<file path="src/rtl/uart_tx_pkg.sv">
// Shared types and constants for the UART transmit frame sequencer.
// Optional feature macro: UART_TX_STOP2_EN (adds a second stop-bit state).
package uart_tx_pkg;

    // Frame sequencer states; STOP2 exists only when two stop bits are built in
    typedef enum logic [2:0] {
        IDLE   = 3'd0,
        START  = 3'd1,
        DATA   = 3'd2,
        PARITY = 3'd3,
        STOP   = 3'd4
`ifdef UART_TX_STOP2_EN
        ,
        STOP2  = 3'd5
`endif
    } state_t;

    // TX output mux select encoding; must match the mux datapath
    localparam logic [1:0] SEL_START = 2'b00;
    localparam logic [1:0] SEL_STOP  = 2'b01;
    localparam logic [1:0] SEL_DATA  = 2'b10;
    localparam logic [1:0] SEL_PAR   = 2'b11;

    // Bit counter width for a given data width, never below one bit
    function automatic int unsigned cnt_width(input int unsigned w);
        return (w > 1) ? $clog2(w) : 1;
    endfunction

endpackage

</file>
<file path="src/rtl/uart_tx_ctrl.sv">
// UART transmit frame sequencer: start, data bits, optional parity, stop.
// Drives the TX mux select and the serializer load/shift strobes.
// Optional feature macro: UART_TX_STOP2_EN (second stop bit; accept moves to STOP2).
module uart_tx_ctrl
    import uart_tx_pkg::*;
#(
    parameter int unsigned DATA_WIDTH = 8
) (
    input  logic       CLK,
    input  logic       RST,
    input  logic       data_valid,
    input  logic       par_en,
    output logic       load,
    output logic       ser_en,
    output logic [1:0] mux_sel,
    output logic       busy
);

    localparam int unsigned    CNT_W    = cnt_width(DATA_WIDTH);
    localparam logic [CNT_W-1:0] LAST_BIT = CNT_W'(DATA_WIDTH - 1);

    state_t           state;
    logic [CNT_W-1:0] bit_cnt;
    logic             par_q;
    logic             accept_win;

    // Accept window: idle, or the final stop cycle for back-to-back frames
`ifdef UART_TX_STOP2_EN
    assign accept_win = (state == IDLE) || (state == STOP2);
`else
    assign accept_win = (state == IDLE) || (state == STOP);
`endif

    // Load strobe is combinational so the serializer captures data in the accept cycle
    assign load = data_valid & accept_win;

    // State, bit counter, parity latch and registered Moore outputs of the next state
    always_ff @(posedge CLK or negedge RST) begin
        if (!RST) begin
            state   <= IDLE;
            bit_cnt <= '0;
            par_q   <= 1'b0;
            mux_sel <= SEL_STOP;
            ser_en  <= 1'b0;
            busy    <= 1'b0;
        end else begin
            ser_en <= 1'b0;
            case (state)
                IDLE: begin
                    if (load) begin
                        state   <= START;
                        par_q   <= par_en;
                        mux_sel <= SEL_START;
                        busy    <= 1'b1;
                    end else begin
                        mux_sel <= SEL_STOP;
                        busy    <= 1'b0;
                    end
                end
                START: begin
                    state   <= DATA;
                    bit_cnt <= '0;
                    mux_sel <= SEL_DATA;
                    ser_en  <= 1'b1;
                    busy    <= 1'b1;
                end
                DATA: begin
                    bit_cnt <= bit_cnt + CNT_W'(1);
                    busy    <= 1'b1;
                    if (bit_cnt == LAST_BIT) begin
                        if (par_q) begin
                            state   <= PARITY;
                            mux_sel <= SEL_PAR;
                        end else begin
                            state   <= STOP;
                            mux_sel <= SEL_STOP;
                        end
                    end else begin
                        mux_sel <= SEL_DATA;
                        ser_en  <= 1'b1;
                    end
                end
                PARITY: begin
                    state   <= STOP;
                    mux_sel <= SEL_STOP;
                    busy    <= 1'b1;
                end
`ifdef UART_TX_STOP2_EN
                STOP: begin
                    state   <= STOP2;
                    mux_sel <= SEL_STOP;
                    busy    <= 1'b1;
                end
                STOP2: begin
`else
                STOP: begin
`endif
                    if (load) begin
                        state   <= START;
                        par_q   <= par_en;
                        mux_sel <= SEL_START;
                        busy    <= 1'b1;
                    end else begin
                        state   <= IDLE;
                        mux_sel <= SEL_STOP;
                        busy    <= 1'b0;
                    end
                end
                default: begin
                    state   <= IDLE;
                    mux_sel <= SEL_STOP;
                    busy    <= 1'b0;
                end
            endcase
        end
    end

endmodule

</file>
<file path="config.mk">
export PLATFORM = sky130hd
export DESIGN_NAME = uart_tx_ctrl
export DESIGN_NICKNAME = d
export VERILOG_FILES = /design/src/rtl/uart_tx_pkg.sv /design/src/rtl/uart_tx_ctrl.sv
export SDC_FILE = /design/constraint.sdc
export NUM_CORES = 1
export LEC_CHECK = 0
export ABC_AREA = 1
export CAP_MARGIN = 15
export CORE_MARGIN = 10
export CORE_UTILIZATION = 38
export CTS_BUF_LIST = sky130_fd_sc_hd__clkbuf_4 sky130_fd_sc_hd__clkbuf_8
export DETAILED_ROUTE_END_ITERATION = 10
export PLACE_DENSITY = 0.6
export SLEW_MARGIN = 40
export SYNTH_ARGS = -nofsm -noshare
export SYNTH_HDL_FRONTEND = slang
export SYNTH_SLANG_ARGS = --single-unit
</file>
<file path="constraint.sdc">
create_clock -name CLK -period 2.4 [get_ports CLK]
set_clock_uncertainty 0.2 [all_clocks]
set_input_delay 0.6 -clock CLK [delete_from_list [all_inputs] [get_ports CLK]]
set_output_delay 0.6 -clock CLK [all_outputs]
set_load 0.02 [all_outputs]
</file>
# == After elaboration in Yosys (flattened, before gate mapping) ==
# Index checks and enable logic that the tools add are counted.
# totals
in_bits,4
word_cells,36
output_inout_bits,5
ff_bits,11
# classes
n_reduce_logical,7
n_addsub,1
mux,14
n_eq_ne,7
bitwise,1
# ops
cell,n
3-bit one-hot mux with 5 select lines,1
3-bit 2-to-1 mux,3
3-bit by 2-bit equality test with 1-bit output (second input constant),2
3-bit equality test (second input constant),2
2-bit one-hot mux with 3 select lines,1
3-bit one-hot mux with 2 select lines,1
1-bit 2-to-1 mux,4
2-bit 2-to-1 mux,2
2-bit != test (second input constant),2
1-bit one-hot mux with 2 select lines,2
2-bit AND reduction,2
3-bit by 1-bit adder with 3-bit output (second input constant),1
3-bit by 1-bit equality test with 1-bit output (second input constant),1
3-bit zero test,1
3-bit OR reduction,1
2-bit nonzero test,1
2-bit OR reduction,1
1-bit AND,1
1-bit logical OR,1

# == Depth between registers and ports, before layout ==
# Gate-level depths: netlist (run 1).
# logic_depth
word_depth,5
ltp_mapped,6
depth_no_buf,6

# == Worst setup path before layout (run 1) ==
# OpenSTA, ideal clock, no wires.
# synth_timing
kind,register to output
start,register state[0]
end,output port load
path_stages_with_launch,4
path_slack_ns,0.764
required_time_ns,1.600
path_buffers,0
arrival_ns,0.836
cell_sequence,dfrtp_1 -> nor2_4 -> nand2_1 -> inv_1
# synth_between
elab_chain_cells,3
word_cells_on_any_way,4
classes_between,1 x eq/ne; 1 x bitwise; 2 x reduce/logical
# synth_rtl
element,line_no,text
from (decl),uart_tx_ctrl.sv:22,state_t state;
from (signal assigned),uart_tx_ctrl.sv:40,state <= IDLE;
from (signal assigned),uart_tx_ctrl.sv:51,state <= START;
from (signal assigned),uart_tx_ctrl.sv:61,state <= DATA;
3-bit equality test / 3-bit zero test (equally long branches),uart_tx_ctrl.sv:31,assign accept_win = (state == IDLE) || (state == STOP);
1-bit logical OR *,uart_tx_ctrl.sv:31,
1-bit AND *,uart_tx_ctrl.sv:35,assign load = data_valid & accept_win;
to (decl),uart_tx_ctrl.sv:13,"output logic load,"
# Every way passes the cells marked *; elsewhere a longest branch is shown, timed or not.

# == Final worst setup path (run 1) ==
# layout_timing
start,input port data_valid
end,output port load
# layout_between
elab_chain_cells,1
# layout_rtl
element,line_no,text
from (decl),uart_tx_ctrl.sv:11,"input logic data_valid,"
1-bit AND,uart_tx_ctrl.sv:35,
# No other way between the ends.

==> metrics.log, run 1 <==
INFO  metric reg2regPathDepth = 6
INFO  metric final_antenna_net_count = 0
INFO  metric width_of_the_die = between 50 and 60 um
INFO  metric synth-seq-area-share = 0.5470
INFO  metric synth_top_cells_by_area = dfrtp_1, nand2_1, nand3_1
INFO  metric setup-violations-final = 0
INFO  metric slew_headroom = 0.6840
INFO  metric ys_warn_count = 0
INFO  metric wl_per_cell = 10.93 um
INFO  metric grt_peak_use_layer = met2
INFO  metric synth_async_sr_flop_share = 1.000
INFO  metric crit_path_max_fanout = 2
INFO  metric synth_area_leader = dfrtp_1
INFO  metric number_of_global_route_vias_before_repair = approximately 400
INFO  metric cellLeakagePower = around 0.34 nW
INFO  metric cts_max_path_buffers = 2
INFO  metric post_synth_instance_area = 505.5 sq um
INFO  metric vdd_drop_max = 0.7690 mV
INFO  metric syn_nets = 63
INFO  metric syn_to_final_growth = 29.95%
INFO  metric drv.max_cap_violation_count = 0
INFO  metric power-per-cell-area = ~1400 nW/um^2
INFO  metric synth_top_area_share = 0.4950
INFO  metric worstMarginPinSlew = about 0.47 ns
INFO  metric cts_inserted_buffers = 3
INFO  metric hold_path.class = reg -> reg
INFO  metric clkTransAtPathRegs = approximately 0.06 ns
INFO  metric status = complete, no violations
INFO  metric grt_setup_unrepaired = false
INFO  metric grt_start_max_net_pins = 12
INFO  metric rows = 13
INFO  metric dieArea = between 3000 and 4000 sq um
INFO  metric drc = 0
INFO  metric cp_num_cells = 4
INFO  metric report.power.total = 0.9148 mW
INFO  metric critPathLaunch = data_valid
INFO  metric setup.worst_path.end = load
INFO  metric ioPinCount = 9
INFO  metric yosys_most_used_dff = dfrtp_1
INFO  metric initial_utilization = 0.3934
INFO  metric cp_cell_sequence = clkdlybuf4s50_1 > nand2_1 > inv_1 > clkdlybuf4s15_1
INFO  metric fin_crit = between 2 and 2.5 ns
INFO  metric critical_path_arrival = between 1.5 and 2 ns
INFO  metric worstReg2RegEnd = state[0]
INFO  metric clkSinkCount = 11
INFO  metric drt-total-wl = approximately 950 um
INFO  metric detail_route.vias_per_cell = roughly 4.6
INFO  metric cpPeakStageDelay = around 0.47 ns
INFO  metric globalRouteMet1Util = 0.06844
INFO  metric floorplan.core_area = about 1300 sq um
INFO  metric cts.htree.levels = 1
INFO  metric synth_enable_flop_cells = 0
INFO  metric rr_startpoint = bit_cnt[0]
INFO  metric gp_routability_congestion = around 0.84
INFO  metric syn-instance-count = between 50 and 60
INFO  metric chipHeight = around 56 um
INFO  metric finalCoreUtilization = 0.5112
INFO  metric critPathBufInv = 3
INFO  metric worst_path_dominant_cell_family = buffers and inverters
INFO  metric grt_pass1_wl = around 1.8 mm
INFO  metric crit_slowest_cell = clkdlybuf4s50_1
INFO  metric detailroute.via_count = 404
INFO  metric worst-r2r-setup-slack = slightly above 1 ns
INFO  metric post-synth-top-count-cell = nand2_1
INFO  metric dpl.cell_count = 83
INFO  metric drt_pre_antenna_iters = 4
INFO  metric gr-usage-met3 = 0.05618
INFO  metric fillerInstances = 140
INFO  metric cts_setup_buffers = 0
INFO  metric hold-worst-slack = between 0.2 and 0.3 ns
INFO  metric post_synth_num_cell_types = 15
INFO  metric postSynthRegisterBits = 11
INFO  metric met2_usage = 0.1113
INFO  metric clock_insertion_delay_worst_skew = between 0.2 and 0.3 ns
INFO  metric global_route.usage.total = 0.06895
INFO  metric initial_antenna_violation_count = 0
INFO  metric finalHoldViolations = 0
INFO  metric critical_path.endpoint_type = output pin
INFO  metric period_utilisation_layout = 0.9674
INFO  metric syn_area_per_cell = between 8 and 9 sq um
INFO  metric dpl.hpwl = 766.8 um
INFO  metric post_route_cells_drive_above_1_share = 0.2083
INFO  metric nNetsFinal = 79
INFO  metric place.port_buffers = 8
INFO  metric timing.critical_path.required = 1.60 ns
INFO  metric tritoncts_clock_tree = built
INFO  metric layout.cells.non_filler = 87
INFO  metric worstSetupStartpointType = primary input
INFO  metric globalRouteOverflowTotal = 0
INFO  metric detail_route.iter0.violations = 6
INFO  metric final_design_area_no_fill = 656.9 sq um
INFO  metric insertedDiodeCount = 0
INFO  metric post_synth_most_frequent_cells = nand2_1, dfrtp_1, nand3_1, inv_1, nor2_1
INFO  metric achievable-frequency = approximately 0.43 GHz
INFO  metric post_dp_cell_area = around 630 sq um
INFO  metric slew_viol_final = 0
INFO  metric worstSetupPathType = in -> out
INFO  metric clock-root-buffer = clkbuf_4
[final cells by class]
class,instances,area [sq um],share of cell area
Clock buffer,4,30.03,0.04571
Timing Repair Buffer,11,102.6,0.1562
Tap cell,15,18.77,0.02857
Sequential cell,11,276.5,0.4210
Multi-Input combinational cell,38,198.9,0.3029
Inverter,8,30.03,0.04571
[cell families (layout without fill, tap and decap cells)]
logic type,Yosys count,count (layout),synth area share
AO/OA/AOI/OAI,4,4,0.04455
AND/OR/NAND/NOR,32,32,0.2995
adder cells (fa/ha/maj),2,2,0.04950
flip-flops,11,11,0.5470
buffers and inverters,8,23,0.05941
[how the worst min path moves through the flow]
stage               slack (ns)         end  cells past startpoint        from
finish                    0.29  bit_cnt[0]                      1  bit_cnt[0]
floorplan                 0.10  bit_cnt[0]                      0         RST
detailed placement        0.28  bit_cnt[0]                      1  bit_cnt[0]
global placement          0.27  bit_cnt[0]                      1  bit_cnt[0]
CTS                       0.29  bit_cnt[0]                      1  bit_cnt[0]
global route              0.34  bit_cnt[0]                      1  bit_cnt[0]
[sequential cells by signal, indices dropped and copies added (netlist names)]
| register | count |
|---|---|
| bit_cnt | 3 |
| busy | 1 |
| mux_sel | 2 |
| par_q | 1 |
| ser_en | 1 |
| state | 3 |
[placed cells by master, fill, tap and decap left out]
master,instances
o21ai_0,1
nor2_2,2
buf_4,3
nand2_2,1
clkdlybuf4s50_1,7
nand3_2,1
nor2_1,5
clkdlybuf4s15_1,1
o21a_1,1
inv_1,6
nand3_1,8
dfrtp_1,10
inv_2,2
ha_1,2
nor2_4,1
o21ai_1,2
nand2_1,14
dfstp_2,1
clkbuf_4,4
[routing by layer]
metal / share of wire / vias to the layer above
met2: 0.49 / 10
met4: 0.011 / 0
met3: 0.10 / 2
li1: - / 211
met5: 0 / -
met1: 0.40 / 181
[what timing repair did]
item,4_1_cts,5_1_grt
hold buffers,0,0
gates resized for setup,1,1
endpoints found under the setup margin,1,1
[per-stage QoR]
step / worst slack (ns) / TNS, ns
6_report: 0.07823 / 0
5_1_grt: 0.02294 / 0
4_1_cts: 0.03864 / 0
3_5_place_dp: -0.2297 / -0.2297
3_3_place_gp: -0.2154 / -0.2154
2_1_floorplan: 0.7641 / 0
[report_power, final]
group	leakage, nW	internal [mW]	switching (mW)	total [mW]
combinational	0.189	0.192	0.261	0.454
sequential	0.134	0.280	0.0511	0.331
clock	0.0184	0.0755	0.0550	0.130
total	0.342	0.547	0.367	0.915
Note: power is estimated with default switching activity, not from simulation.
==> run 2, diff against run 1 <==
--- a/config.mk
+++ b/config.mk
@@ -12,6 +12,7 @@
 export CTS_BUF_LIST = sky130_fd_sc_hd__clkbuf_4 sky130_fd_sc_hd__clkbuf_8
 export DETAILED_ROUTE_END_ITERATION = 10
 export PLACE_DENSITY = 0.6
+export REMOVE_ABC_BUFFERS = 1
 export SLEW_MARGIN = 40
 export SYNTH_ARGS = -nofsm -noshare
 export SYNTH_HDL_FRONTEND = slang
==> results of run 2 <==
Same layout as run 1: the final DEF is identical, and so are final timing and power.
==> patch (config.mk and constraints of run 1) <==
Build with the macro `UART_TX_STOP2_EN` defined.
--- a/src/rtl/uart_tx_pkg.sv
+++ b/src/rtl/uart_tx_pkg.sv
@@ -2,2 +2,4 @@
 // Optional feature macro: UART_TX_STOP2_EN (adds a second stop-bit state).
+`define UART_TX_STOP2_EN
+
 package uart_tx_pkg;
Formal check against the unedited RTL: no difference found for any inputs over 10 cycles, from zero or initial values and one cycle with RST low; that may be too few to reach the edited logic, so the function may still have changed.
==> patch against run 1 <==
First-iteration DRC count rose to 3.7 times the old value. Power rose by 1.3%. Synthesized area rose by 3.7%. Final area rose by 3.0%. Setup slack improved by 0.030 ns. Sequential cell count did not move. Wire length rose by 1.8%. Sequential power rose by 3%. Worst hold slack improved by 0.0031 ns. Final cell count rose by 5.7%. Largest power group unchanged. Highest routed layer is now met3.
==> patch: results (changes against run 1) <==
Syn nets = 68 (+7.9%)
YS warnings = 0 (unchanged)
Placed cells = 88 (+6.0%)
GPL Wtd Cong = 0.862 (+3.0%)
Layout cells sized above 1 = 0.156 (-0.0525)
Wire length per cell = 10.5 um (-3.7%)
Crit path DAT = 1.49 ns (-0.03 ns)
Reported net switching power = 0.375 mW (+2.1%)
Ys async rst share = 1.00 (unchanged)
Initial antenna violation count = 0 (unchanged)
1st-iter DRT viols = 22 (+16)
Met3 WL = 70 um (-26%)
Total Routing Usage GR = 0.0593 (-0.00961)
Avg Cell Area, Syn = 8.46 um2 (-4.7%)
Main synth FF type = dfrtp_1
Outcome = completed
R2R cell count = 6 (unchanged)
HP Class = reg2reg
DR top layer = met3
Final hold vios = 0 (unchanged)
Utilization after layout = 0.520 (+0.00899)
Routed vias = 441 (+9.2%)
Non-clock buffers, area share = 0.152 (-0.00462)
Crit-path slowest cell = clkdlybuf4s50_1
Synth area leaders = dfrtp_1 (48%), nand2_1 (14%), nand3_1 (12%)
Root buffer cell = clkbuf_4
Multi-input logic portion of the cell area = 0.316 (+0.0132)
Met2 global-route usage = 0.0977 (-0.0136)
Drt total wl = 968 um (+1.8%)
Commonest cells in the netlist = nand2_1 (19), nand3_1 (13), dfrtp_1 (10)
Multi-In Gates = 42 (+11%)
TritonRoute pass-1 iters = 4 (unchanged)
Int Power = 0.551 mW (+0.70%)
Seq pwr share = 0.368 (+0.006)
Clock network share of area = 0.0444 (-0.00135)
Count of different cell masters after synthesis = 14 (-1)
Hold depth = 1 (unchanged)
Non-clock inverters = 9 (+1)
Antenna Cells = 0 (unchanged)
Number of global-route vias before repair = 434 (+9.9%)
Maximum VDD drop = 0.563 mV (-27%)
DIE WIDTH = 57.1 um (+1.2%)
Clock power frac = 0.149 (+0.006)
Placed cell areas = 646 um2 (+3.0%)
Number of fill cells = 128 (-8.6%)
Top flop regs = bit_cnt (3), state (3), mux_sel (2)
Static Leak = 0.372 nW (+8.9%)
Worst-Margin Slew = 0.497 ns (+0.0241 ns)
Met1 GRT Util = 0.0700 (+0.00156)
Met2 WL = 430 um (-7.5%)
Met1 wire length = 468 um (+23%)
Worst slack at placement = -0.203 ns (+0.0272 ns)
Met3 usage = 0.0265 (-0.0296)
First-pass GRT wire length = 1680 um (-4.3%)
Final net count = 84 (+6.3%)
Sequential cell area share = 0.410 (-0.0106)
DP Wirelength = 763 um (-0.52%)
Buffers added on ports = 8 (unchanged)
Sequential-to-total area share from yosys stat = 0.527 (-0.0196)
-- patch: changes by cell type in the layout (fill, tap and decap cells not counted), sizes merged --
cell / run 1 / this run
nor2: 8 / 2
nand2: 15 / 20
nand3: 9 / 13
nand4: 0 / 2
o21ai: 3 / 1
inv: 8 / 9
o21a: 1 / 0
o21bai: 0 / 1
or2: 0 / 1
-- patch: path summary, 6_finish.rpt --
path	start	to	slack (ns)
setup / recovery	data_valid	load	0.11
hold / removal	bit_cnt[0]	bit_cnt[0]	0.29
setup reg to reg	bit_cnt[0]	state[0]	0.98
hold reg to reg	bit_cnt[0]	bit_cnt[0]	0.29
max in group asynchronous	RST	state[1]	1.17
min in group asynchronous	RST	state[2]	0.46
-- patch: kinds of logic after synthesis --
group                    count (synthesis)  share of synthesized area
AO/OA/AOI/OAI                            2                     0.0239
flip-flops                              11                      0.527
adder cells (fa/ha/maj)                  2                     0.0477
AND/OR/NAND/NOR                         38                      0.337
buffers and inverters                    9                     0.0644
